===== src/rtl/distance_filter.sv =====
// Ultrasonic distance conditioning: zero-timeout substitution, power-of-two moving
// average, and a hysteretic confirm-counted intrusion state machine.
module distance_filter #(
  parameter int DEPTH_LOG2 = 2,
  parameter int NEAR_CM    = 30,
  parameter int CLEAR_CM   = 40,
  parameter int CONFIRM    = 3
) (
  input  logic       CLK,
  input  logic       RST,
  input  logic       Sample_Valid,
  input  logic [7:0] Distance_Raw,
  input  logic       Arm,
  output logic [7:0] Distance_Filt,
  output logic       Filt_Valid,
  output logic       Intrusion,
  output logic [1:0] State
);

  localparam int DEPTH  = 1 << DEPTH_LOG2;
  localparam int SUM_W  = 8 + DEPTH_LOG2;
  localparam int FILL_W = DEPTH_LOG2 + 1;
  localparam logic [3:0] CONF = 4'(CONFIRM);

  typedef enum logic [1:0] {
    DISARMED = 2'd0,
    WATCH    = 2'd1,
    PENDING  = 2'd2,
    ALERT    = 2'd3
  } state_t;

  function automatic logic [7:0] subst_zero(input logic [7:0] d);
    return (d == 8'd0) ? 8'd255 : d;
  endfunction

  function automatic logic [7:0] avg_trunc(input logic [SUM_W-1:0] s);
    return s[SUM_W-1:DEPTH_LOG2];
  endfunction

  logic [7:0]            samp_p0;
  logic                  vld_p0;
  logic [7:0]            win [DEPTH];
  logic [DEPTH_LOG2-1:0] ptr;
  logic [FILL_W-1:0]     fill;
  logic [SUM_W-1:0]      sum;
  logic [SUM_W-1:0]      sum_next;
  logic                  full_next;
  state_t                state, state_nx;
  logic [3:0]            cnt, cnt_nx;
  logic                  near, clear;

  // Stage p0: capture the strobed sample with timeouts already substituted
  always_ff @(posedge CLK or negedge RST) begin
    if (!RST) begin
      vld_p0  <= 1'b0;
      samp_p0 <= '0;
    end else begin
      vld_p0  <= Sample_Valid;
      samp_p0 <= subst_zero(Distance_Raw);
    end
  end

  // Stage p1: window update and averaged output
  assign sum_next  = sum + SUM_W'(samp_p0) - SUM_W'(win[ptr]);
  assign full_next = (fill >= FILL_W'(DEPTH - 1));

  always_ff @(posedge CLK or negedge RST) begin
    if (!RST) begin
      for (int i = 0; i < DEPTH; i++) win[i] <= '0;
      ptr           <= '0;
      fill          <= '0;
      sum           <= '0;
      Distance_Filt <= '0;
      Filt_Valid    <= 1'b0;
    end else begin
      Filt_Valid <= 1'b0;
      if (vld_p0) begin
        win[ptr] <= samp_p0;
        ptr      <= ptr + DEPTH_LOG2'(1);
        sum      <= sum_next;
        if (fill != FILL_W'(DEPTH)) fill <= fill + FILL_W'(1);
        if (full_next) begin
          Distance_Filt <= avg_trunc(sum_next);
          Filt_Valid    <= 1'b1;
        end
      end
    end
  end

  // Stage p2: intrusion decision on each filtered output
  assign near  = (Distance_Filt <  8'(NEAR_CM));
  assign clear = (Distance_Filt >= 8'(CLEAR_CM));

  always_comb begin
    state_nx = state;
    cnt_nx   = cnt;
    if (!Arm) begin
      state_nx = DISARMED;
      cnt_nx   = 4'd0;
    end else begin
      case (state)
        DISARMED: begin
          state_nx = WATCH;
          cnt_nx   = 4'd0;
        end
        WATCH: begin
          if (Filt_Valid && near) begin
            if (CONF == 4'd1) begin
              state_nx = ALERT;
              cnt_nx   = 4'd0;
            end else begin
              state_nx = PENDING;
              cnt_nx   = 4'd1;
            end
          end
        end
        PENDING: begin
          if (Filt_Valid) begin
            if (!near) begin
              state_nx = WATCH;
              cnt_nx   = 4'd0;
            end else if (cnt + 4'd1 >= CONF) begin
              state_nx = ALERT;
              cnt_nx   = 4'd0;
            end else begin
              cnt_nx = cnt + 4'd1;
            end
          end
        end
        ALERT: begin
          // Anything short of clear lands in the hysteresis band and restarts the count
          if (Filt_Valid) begin
            if (!clear) begin
              cnt_nx = 4'd0;
            end else if (cnt + 4'd1 >= CONF) begin
              state_nx = WATCH;
              cnt_nx   = 4'd0;
            end else begin
              cnt_nx = cnt + 4'd1;
            end
          end
        end
        default: begin
          state_nx = DISARMED;
          cnt_nx   = 4'd0;
        end
      endcase
    end
  end

  always_ff @(posedge CLK or negedge RST) begin
    if (!RST) begin
      state     <= DISARMED;
      cnt       <= 4'd0;
      Intrusion <= 1'b0;
    end else begin
      state     <= state_nx;
      cnt       <= cnt_nx;
      Intrusion <= (state_nx == ALERT);
    end
  end

  assign State = state;

endmodule


===== config.mk =====
export PLATFORM = sky130hd
export DESIGN_NAME = distance_filter
export DESIGN_NICKNAME = d
export VERILOG_FILES = /design/src/rtl/distance_filter.sv
export SDC_FILE = /design/constraint.sdc
export NUM_CORES = 1
export LEC_CHECK = 0
export ABC_AREA = 1
export BUFFER_PORTS_ARGS = -buffer_cell sky130_fd_sc_hd__buf_2
export CAP_MARGIN = 25
export CELL_PAD_IN_SITES_DETAIL_PLACEMENT = 1
export CELL_PAD_IN_SITES_GLOBAL_PLACEMENT = 2
export CORE_UTILIZATION = 40
export CTS_CLUSTER_DIAMETER = 120
export DETAILED_ROUTE_END_ITERATION = 10
export PLACE_DENSITY = 0.83
export SLEW_MARGIN = 20
export SYNTH_ARGS = -nofsm -noshare
export SYNTH_HDL_FRONTEND = slang
export SYNTH_SLANG_ARGS = --single-unit

===== constraint.sdc =====
create_clock -name CLK -period 3.8 [get_ports CLK]
set_input_delay 0 -clock CLK [delete_from_list [all_inputs] [get_ports CLK]]
set_output_delay 0 -clock CLK [all_outputs]
set_load 0.02 [all_outputs]

==> results.yml <==
global_route:
  grt_pass1_vias: 3268
  globalRouteOverflowTotal: 0
  antenna_found_initial: 0
  grt_pass1_wl_microns: 15600
  grt_max_degree: 44
  track_usage: 0.200
sta:
  rsz0062_at_grt: "no"
  slew_headroom: 0.620
  finalSetupTns_ps: 0
  maxSlewViolCount: 0
  clock.fmax_ghz: 0.337
  setup_viol: 0
  hold_violations: 0
  fin_ws_ps: 833
  skew_ps: 12.0
  tightest_slew_ps: 571
  finalCritPeriodShare: 0.781
  period_minus_slack_ps: 2970
  hold_ws_ps: 192
routing:
  drtIter0Drc: 93
  wl_per_cell_microns: 13.8
  routed_wl_microns: 8930
  vias: 3116
  ant_nets: 0
  first_pass_iters: 5
  via_per_inst: 4.82
  drc: 0
clock_tree:
  htree_levels: 3
  cts_root_buf: "clkbuf_8"
  clk_latency_ps: 340
  cts_tree: "built"
  cts_resized: 0
  cts_sinks: 72
  holdBufCountCts: 11
  clk_pin_slew_ps: 90
  cts_buffer_depth: 2
  cts_made_buffers: 9
  post_cts_buffers: 0
placement:
  dp_slack_ps: 860
  post_dp_cell_area_sq_um: 4130
  numPortBuffers: 23
  hpwlAfterDp_microns: 6760
  gp_congestion: 0.800
die:
  core_area_sq_um: 9330
  die_w_microns: 101
  dieArea_sq_um: 10100
  fp-row-count: 35
  die_h_microns: 101
  start_util: 0.416
  num_io_pins: 24
logic_synthesis:
  syn_nets: 512
  synth_cells: 473
  ys_warn_count: 0
  ys_ff_latch: 72
  synth_cell_types: 32
  ys_seq_area_frac: 0.464
  syn_avg_cell_area_sq_um: 8.21
  synthTopCellsByArea: "dfrtp_1 (46%), nand2_1 (12%), inv_1 (6.9%)"
  yosys.area.top_type_share: 0.464
  syn-cell-area_sq_um: 3880
  synth_top_cell_by_area: "dfrtp_1"
critical_path:
  arrival_ps: 3260
  cp_max_fo: 11
  path_class: "reg -> reg"
  r2r_setup_slack_ps: 830
  max_stage_delay_ps: 540
  path_delay_family: "adder cells"
  critPathCaptureType: "flip-flop"
  crit_buf_inv: 2
  worstSetupPathDepth: 12
  crit_chain: "clkinv_1 > o21ai_0 > o22ai_1 > fa_1 > inv_1 > fa_1 > nand3_1 > nand2_1 > a21oi_1 > nand2b_1 > nand3_1 > nand2_1"
  critPathRequiredTime_ps: 4090
  cp-start-kind: "flip-flop"
  rr_endpoint: "Distance_Filt[4]"
  worst_path_max_delay_cell: "dfrtp_1"
  ff2ff_path_depth: 12
  r2r-start: "ptr[1]"
layout:
  syn_to_final_growth_pct: 13.9
  fin_area_sq_um: 4420
  finalNetCount: 551
  drive_gt1_frac: 0.122
  antenna-diode-count: 0
min_path:
  hp-class: "in -> async"
outcome:
  status: "completed"
job:
  cap_viol_max_count: 0
-- synthesized netlist by cell type (all sizes together) --
cell and count:
ha 19, buf 8, clkbuf 1, a21o 1, nand3b 1, a31oi 1
fa 8, nand2b 1, nand3 25, o21ai 61, nor2 34, xnor2 2
o21bai 1, clkinv 1, nand2 133, o22ai 9, nor3b 1, dfrtp 72
inv 77, nor4 1, nor3 1, xor2 4, a21oi 7, nand4 4
-- layout make-up --
cell class / instances / area (sq um)
Fill cell: 1182 / 4910
Sequential cell: 72 / 1800
Multi-Input combinational cell: 314 / 1740
Inverter: 78 / 293
Timing Repair Buffer: 37 / 250
Tap cell: 129 / 161
Clock buffer: 10 / 128
Clock inverter: 6 / 45.0
-- how the worst max path moves through the flow --
stage | start | end | slack, ps
detailed placement | ptr[1] | Distance_Filt[4] | 860
global route | ptr[1] | Distance_Filt[4] | 500
global placement | ptr[1] | Distance_Filt[4] | 950
finish | ptr[1] | Distance_Filt[4] | 830
CTS | ptr[1] | Distance_Filt[4] | 810
floorplan | ptr[0] | Distance_Filt[4] | 1250
-- layout by cell type, fill, tap and decap left out, types with 4 or more instances in the layout --
cell / netlist / final
dfrtp_1: 72 / 72
o22ai_1: 9 / 9
a21oi_1: 6 / 6
ha_1: 19 / 19
nor2_1: 29 / 29
nand2_1: 126 / 126
inv_1: 71 / 71
nor2_2: 4 / 4
nand3_1: 25 / 25
nand2_2: 7 / 7
buf_4: 1 / 4
fa_1: 8 / 8
xor2_1: 4 / 4
inv_2: 6 / 6
buf_2: 7 / 22
o21ai_0: 53 / 53
nand4_1: 4 / 4
clkbuf_8: 0 / 9
o21ai_1: 7 / 7
dlygate4sd3_1: 0 / 11
-- sequential cells by signal, summed over array words and instances (netlist names) --
| register | cells |
|---|---|
| win | 32 |
| sum | 10 |
| Distance_Filt | 8 |
| samp_p0 | 8 |
| cnt | 4 |
| fill | 3 |
| State | 2 |
| ptr | 2 |
| Filt_Valid | 1 |
| Intrusion | 1 |
| vld_p0 | 1 |
-- kinds of logic (layout without fill, tap and decap cells) --
| group | Yosys count | in the layout | share of synthesized area |
|---|---|---|---|
| buf+inv | 87 | 131 | 0.0874 |
| simple gates | 201 | 201 | 0.219 |
| flops | 72 | 72 | 0.464 |
| compound gates | 80 | 80 | 0.113 |
| fa+ha+maj | 27 | 27 | 0.103 |
| xor+xnor | 6 | 6 | 0.0135 |
-- per-stage QoR --
step	utilization	std cells
final	0.474	646
after floorplan	-	473
after global placement	0.443	619
after CTS	0.474	646
after global routing	0.474	646
after detailed placement	0.443	619
-- layer usage --
| metal | wire, microns | global-route usage | share of wire |
|---|---|---|---|
| met1 | 4380 | 0.267 | 0.49 |
| met2 | 4310 | 0.337 | 0.48 |
| met3 | 157 | 0.0354 | 0.018 |
| met4 | 81 | 0.0502 | 0.0091 |
| met5 | 0 | 0 | 0 |
-- worst reg2reg max path: stages (launching register included) --
cell and delay (ps):
dfrtp_1 540, clkinv_1 330, o21ai_0 160, o22ai_1 110, fa_1 500, inv_1 80
fa_1 460, nand3_1 110, nand2_1 110, a21oi_1 190, nand2b_1 160, nand3_1 80
nand2_1 70
Power is left out: the tool's default activity adds up to more than one toggle a clock period on the data nets, which glitch-free logic cannot reach.
